$ cat config.mk
export PLATFORM = sky130hd
export DESIGN_NAME = boton_eventos_flat
export DESIGN_NICKNAME = d
export VERILOG_FILES = /design/src/rtl/boton_eventos_if.sv /design/src/rtl/boton_eventos.sv /design/src/flat_wrapper.sv
export SDC_FILE = /design/constraint.sdc
export NUM_CORES = 1
export LEC_CHECK = 0
export ABC_AREA = 1
export BUFFER_PORTS_ARGS = -buffer_cell sky130_fd_sc_hd__buf_2
export CORE_MARGIN = 2
export CORE_UTILIZATION = 53
export CTS_BUF_LIST = sky130_fd_sc_hd__clkbuf_16
export CTS_CLUSTER_DIAMETER = 100
export DETAILED_ROUTE_END_ITERATION = 16
export PLACE_DENSITY = 0.7
export SYNTH_ARGS = -nofsm -noshare
export SYNTH_HDL_FRONTEND = slang
export SYNTH_SLANG_ARGS = --single-unit
$ cat constraint.sdc
create_clock -name clk -period 1.9 [get_ports clk]
set_input_delay 0.285 -clock clk [delete_from_list [all_inputs] [get_ports clk]]
set_output_delay 0.285 -clock clk [all_outputs]
set_load 0.05 [all_outputs]
$ cat src/rtl/boton_eventos_if.sv
// Event handshake between boton_eventos and the pet control FSM.
// master drives valid/code, slave drives ready.
interface boton_eventos_if;
  logic       evt_valid;
  logic [1:0] evt_code;
  logic       evt_ready;

  modport master (
    output evt_valid,
    output evt_code,
    input  evt_ready
  );

  modport slave (
    input  evt_valid,
    input  evt_code,
    output evt_ready
  );
endinterface

$ cat src/rtl/boton_eventos.sv
// Button levels -> prioritised events (comida/medicina/test short/long).
// Optional BOTON_AUTOREPEAT_EN: auto-repeat for held comida/medicina.
module boton_eventos #(
  parameter int LONG_CYCLES   = 150000000,
  parameter int REPEAT_CYCLES = 25000000,
  parameter int CNT_W         = 28
) (
  input  logic              clk,
  input  logic              reset,
  input  logic              test,
  input  logic              b_comida,
  input  logic              b_medicina,
  boton_eventos_if.master   evt,
  output logic              evt_perdido,
  output logic              modo_test
);

  localparam logic [CNT_W-1:0] LAST = CNT_W'(LONG_CYCLES - 1);

  typedef enum logic [1:0] {
    IDLE,
    HELD,
    LARGO
  } t_state_e;

  t_state_e         state;
  logic [CNT_W-1:0] cnt;
  logic             prev_test;
  logic             prev_com;
  logic             prev_med;
  logic [3:0]       pend;
  logic [3:0]       sets;
  logic [3:0]       clr;
  logic [3:0]       drop;
  logic [3:0]       pend_nxt;
  logic [1:0]       sel;
  logic [1:0]       rep_fire;
  logic             load;
  logic             press_test;
  logic             press_com;
  logic             press_med;
  logic             set_corto;
  logic             set_largo;

  assign press_test = test & ~prev_test;
  assign press_com  = b_comida & ~prev_com;
  assign press_med  = b_medicina & ~prev_med;

  assign set_corto = (state == HELD) & ~test;
  assign set_largo = (state == HELD) & test & (cnt == LAST);

`ifdef BOTON_AUTOREPEAT_EN
  localparam logic [CNT_W-1:0] REARM =
    CNT_W'(LONG_CYCLES - REPEAT_CYCLES);

  logic [1:0]       rep_act;
  logic [CNT_W-1:0] rep_cnt [2];
  logic [1:0]       btn;
  logic [1:0]       btn_press;

  assign btn       = {b_medicina, b_comida};
  assign btn_press = {press_med, press_com};

  always_comb begin
    rep_fire = '0;
    for (int i = 0; i < 2; i++)
      rep_fire[i] = rep_act[i] & btn[i] &
                    (rep_cnt[i] == LAST);
  end

  // after the first fire, rewind so the next one lands REPEAT_CYCLES later
  always_ff @(posedge clk) begin
    if (!reset) begin
      rep_act <= '0;
      for (int i = 0; i < 2; i++)
        rep_cnt[i] <= '0;
    end else begin
      for (int i = 0; i < 2; i++) begin
        if (!btn[i]) begin
          rep_act[i] <= 1'b0;
          rep_cnt[i] <= '0;
        end else if (btn_press[i]) begin
          rep_act[i] <= 1'b1;
          rep_cnt[i] <= '0;
        end else if (rep_act[i]) begin
          rep_cnt[i] <= rep_fire[i] ? REARM
                                    : rep_cnt[i] + 1'b1;
        end
      end
    end
  end
`else
  localparam int unused_repeat = REPEAT_CYCLES;
  assign rep_fire = 2'b00;
`endif

  assign sets = {set_largo,
                 set_corto,
                 press_med | rep_fire[1],
                 press_com | rep_fire[0]};

  assign load = ~evt.evt_valid | evt.evt_ready;

  always_comb begin
    sel = 2'd0;
    if (pend[3])      sel = 2'd3;
    else if (pend[2]) sel = 2'd2;
    else if (pend[1]) sel = 2'd1;
    clr = (load && |pend) ? (4'b0001 << sel) : 4'b0000;
  end

  // a flag being loaded this cycle can be re-set without a drop
  assign drop     = sets & pend & ~clr;
  assign pend_nxt = (pend & ~clr) | sets;

  always_ff @(posedge clk) begin
    if (!reset) begin
      prev_test     <= 1'b1;
      prev_com      <= 1'b1;
      prev_med      <= 1'b1;
      state         <= IDLE;
      cnt           <= '0;
      modo_test     <= 1'b0;
      pend          <= '0;
      evt_perdido   <= 1'b0;
      evt.evt_valid <= 1'b0;
      evt.evt_code  <= 2'd0;
    end else begin
      prev_test <= test;
      prev_com  <= b_comida;
      prev_med  <= b_medicina;

      unique case (state)
        IDLE: begin
          if (press_test) begin
            state <= HELD;
            cnt   <= '0;
          end
        end
        HELD: begin
          if (!test) begin
            state <= IDLE;
          end else if (cnt == LAST) begin
            state     <= LARGO;
            modo_test <= ~modo_test;
          end else begin
            cnt <= cnt + 1'b1;
          end
        end
        LARGO: begin
          if (!test) state <= IDLE;
        end
        default: state <= IDLE;
      endcase

      pend        <= pend_nxt;
      evt_perdido <= |drop;

      if (load) begin
        evt.evt_valid <= |pend;
        if (|pend) evt.evt_code <= sel;
      end
    end
  end

endmodule

$ cat src/flat_wrapper.sv
// flat-port wrapper written by rule: the top's interface ports become plain ports
module boton_eventos_flat 
#(
  parameter int LONG_CYCLES   = 150000000,
  parameter int REPEAT_CYCLES = 25000000,
  parameter int CNT_W         = 28
)
  (clk, reset, test, b_comida, b_medicina, evt_perdido, modo_test, evt_evt_valid, evt_evt_code, evt_evt_ready);
  boton_eventos_if evt_i ();
  input  logic clk;
  input  logic reset;
  input  logic test;
  input  logic b_comida;
  input  logic b_medicina;
  output logic evt_perdido;
  output logic modo_test;
  output wire logic [$bits(evt_i.evt_valid)-1:0] evt_evt_valid;
  output wire logic [$bits(evt_i.evt_code)-1:0] evt_evt_code;
  input wire logic [$bits(evt_i.evt_ready)-1:0] evt_evt_ready;
  assign evt_evt_valid = evt_i.evt_valid;
  assign evt_evt_code = evt_i.evt_code;
  assign evt_i.evt_ready = evt_evt_ready;
  boton_eventos #(.LONG_CYCLES(LONG_CYCLES), .REPEAT_CYCLES(REPEAT_CYCLES), .CNT_W(CNT_W)) u_core (.clk(clk), .reset(reset), .test(test), .b_comida(b_comida), .b_medicina(b_medicina), .evt(evt_i), .evt_perdido(evt_perdido), .modo_test(modo_test));
endmodule
==> run_results.csv <==
group,metric,value,unit
die,rows,25,
power,cellPowerDensity,647,nW/µm²
synth,yosysTopAreaCell,"dfxtp_1",
setup_path,critPathArrivalTime,1970,ps
setup_path,path_buf_inv,2,
outcome,status,"finished clean",
drt,drc,0,
cts,holdBufCountCts,0,
drt,vias_per_cell,5.13,
global_route,antenna_found_initial,0,
sta,drv_slew,0,
global_route,grt_usage,24.3,%
drt,dr_total_vias,2566,
cts,clock-sinks,42,
global_route,grt_pass1_vias,2328,
cts,cts_root_buffer,"clkbuf_16",
setup_path,critPathLaunchType,"flip-flop",
sta,max_slew_margin,73.5,%
synth,async_reset_ff_share,0,%
cells_and_area,post-route-util,61.3,%
sta,skew,3.18,ps
power,max-vdd-ir-drop,444,µV
global_route,grt_pass1_wl,10.2,mm
power,combPwrFrac,7.4,%
placement,dp.cells,492,
synth,syn_inst,422,
setup_path,worst-setup-path-type,"reg2reg",
drt,drt_iter0_drc,183,
synth,ys_ff_latch,42,
sta,setup_viol,0,
sta,timing.final.crit_period,1740,ps
placement,hpwl,4.52,mm
synth,synthFlopType,"dfxtp_1",
sta,fin_crit_sh,91.3,%
die,io_pins,11,
setup_path,cp.required,2130,ps
cells_and_area,fin_nets,452,
synth,yosys_warnings,0,
synth,ys_top_cells_by_area,"dfxtp_1 (33%), nand2_1 (20%), inv_1 (8.8%)",
setup_path,cp_max_fo,9,
global_route,grt_start_max_net_pins,19,
placement,place.gp.congestion,0.929,
worst_hold_path,holdPathStages,3,
cells_and_area,stdcell_count,500,
drt,drt_wl_total,6.02,mm
cts,clk_pin_slew,60,ps
cts,ctsResizeCount,0,
die,start_util,54.3,%
cells_and_area,drive_gt1_share,11.9,%
drt,wl_per_cell,12.0,µm
die,die-width,73.3,µm
power,power_frac_seq,48.5,%
cells_and_area,area_growth,12.8,%
sta,hold_slack,175,ps
drt,ant_nets,0,
power,leakagePower,1.26,nW
synth,ys_types,29,
placement,port_buffers,10,
synth,synth.net_count,429,
power,p_clk_share,44.0,%
setup_path,slowest_delay,370,ps
drt,drt-pass1-iter-count,4,
die,die-area,5380,µm²
setup_path,crit_slowest_cell,"dfxtp_1",
setup_path,worstPathCellList,"ha_2, nand3_2, clkinv_2, nand2_2, nor2_4, nand3_4, nand2_4, nand2_2, inv_2, nand2_1, nand2_1",
setup_path,path_depth,11,
power,p_total,1.86,mW
synth,syn_area,2550,µm²
sta,fin_setup_tns,0,ps
synth,netlist.area_leader.share,33.0,%
sta,max_freq,0.576,GHz
worst_hold_path,worstHoldPathType,"in2reg",
cells_and_area,fillers,457,
cts,post-cts-setup-buffer-count,0,
global_route,overflow,0,
setup_path,endpoint_kind,"flip-flop",
cts,cts_buffer_depth,2,
run,maxCapViolations,0,
sta,rsz0062_at_grt,"no",
power,p_int,1.41,mW
cts,numCtsBuffers,5,
synth,syn_area_per_cell,6.04,µm²
die,die_h,73.3,µm
synth,synth_seq_area_share,33.0,%
cts,cts_tree,"done",
sta,hold_viol,0,
power,power_switching,0.450,mW
die,core_area,4690,µm²
setup_path,reg2regPathDepth,11,
sta,worst_pin_slew,396,ps
synth,synth_edf_count,0,
cts,htreeDepth,2,
setup_path,path_delay_family,"simple AND/OR/NAND/NOR gates",
cts,clkLatencyLatePin,280,ps
power,sw_frac_of_total,24.2,%
cells_and_area,diodes,0,
[cells in the mapped netlist, types with 2 or more instances]
cell	number
nand3b_1	2
clkbuf_1	4
xnor2_1	2
inv_1	60
nor2_2	7
a21oi_2	2
nor3_1	9
nand2_2	2
nand2_1	139
nor2_4	2
nand4_1	11
buf_2	2
xor2_1	5
a21oi_1	19
dfxtp_1	42
or2_2	2
nand3_1	37
o21ai_0	8
nor2_1	57
[cell usage in the layout, fill, tap and decap left out, drive strengths merged]
cell type,netlist,layout
a211oi,1,1
a21oi,21,21
buf,4,24
clkbuf,4,5
clkinv,1,3
dfxtp,42,42
ha,1,1
inv,61,62
nand2,142,142
nand3,39,39
nand3b,2,2
nand4,11,11
nor2,66,66
nor3,9,9
o21a,1,1
o21ai,8,8
or2,2,2
xnor2,2,2
xor2,5,5
[sequential cells by signal, summed over array words and instances (netlist names)]
register,count
u_core.prev_com,1
u_core.cnt,28
u_core.prev_test,1
u_core.prev_med,1
u_core.modo_test,1
u_core.evt.evt_code,2
u_core.state,2
u_core.evt.evt_valid,1
u_core.pend,4
u_core.evt_perdido,1
[cell families after synthesis]
kind of cell	synth area share, %
XOR/XNOR	2.41
flip-flops	33.0
adder cells (fa/ha/maj)	0.491
AO/OA/AOI/OAI	7.07
AND/OR/NAND/NOR	46.3
buffers and inverters	10.8
[path summary, 6_finish.rpt]
kind | startpoint | endpoint | slack [ps]
setup / recovery | u_core.cnt[0] | u_core.cnt[26] | 160
hold / removal | b_comida | u_core.prev_com | 180
setup reg to reg | u_core.cnt[0] | u_core.cnt[26] | 160
hold reg to reg | u_core.pend[0] | u_core.pend[0] | 460
[power groups by stage]
stage	Clock, mW	Sequential (mW)	Combinational (mW)
3_5_place_dp	0	0.922	0.137
2_1_floorplan	0	0.945	0.0749
3_3_place_gp	0	0.921	0.135
4_1_cts	0.826	0.903	0.138
6_report	0.818	0.902	0.138
5_1_grt	0.867	0.904	0.153
[final cells by class]
class	count	area, µm²	share of cell area, %
well taps	54	67.6	2.35
clock buffers	5	125	4.35
clock inverters	3	12.5	0.435
multi-input cells	310	1440	50.0
flip-flops and latches	42	841	29.2
repair buffers	24	159	5.53
inverters	62	234	8.14
[stage by stage]
stage	worst slack, ps	area [µm²]
2_1_floorplan	330	2550
3_3_place_gp	164	2730
3_5_place_dp	132	2730
4_1_cts	106	2870
5_1_grt	1.47	2880
6_report	165	2880
[routing by layer]
layer / track usage (%) / part of all wire (%) / vias up / wire, µm
met4: 10.1 / 1.7 / 0 / 104
li1: - / - / 1358 / -
met2: 39.4 / 46 / 57 / 2770
met1: 32.0 / 47 / 1139 / 2840
met3: 3.84 / 4.9 / 12 / 297
met5: 0 / 0 / - / 0
[worst min-delay path: cells and delay by family]
family / cells / cell delay, ps
AND/OR/NAND/NOR: 1 / 40
buffers and inverters: 2 / 100
Power figures use the tool's default switching activity.
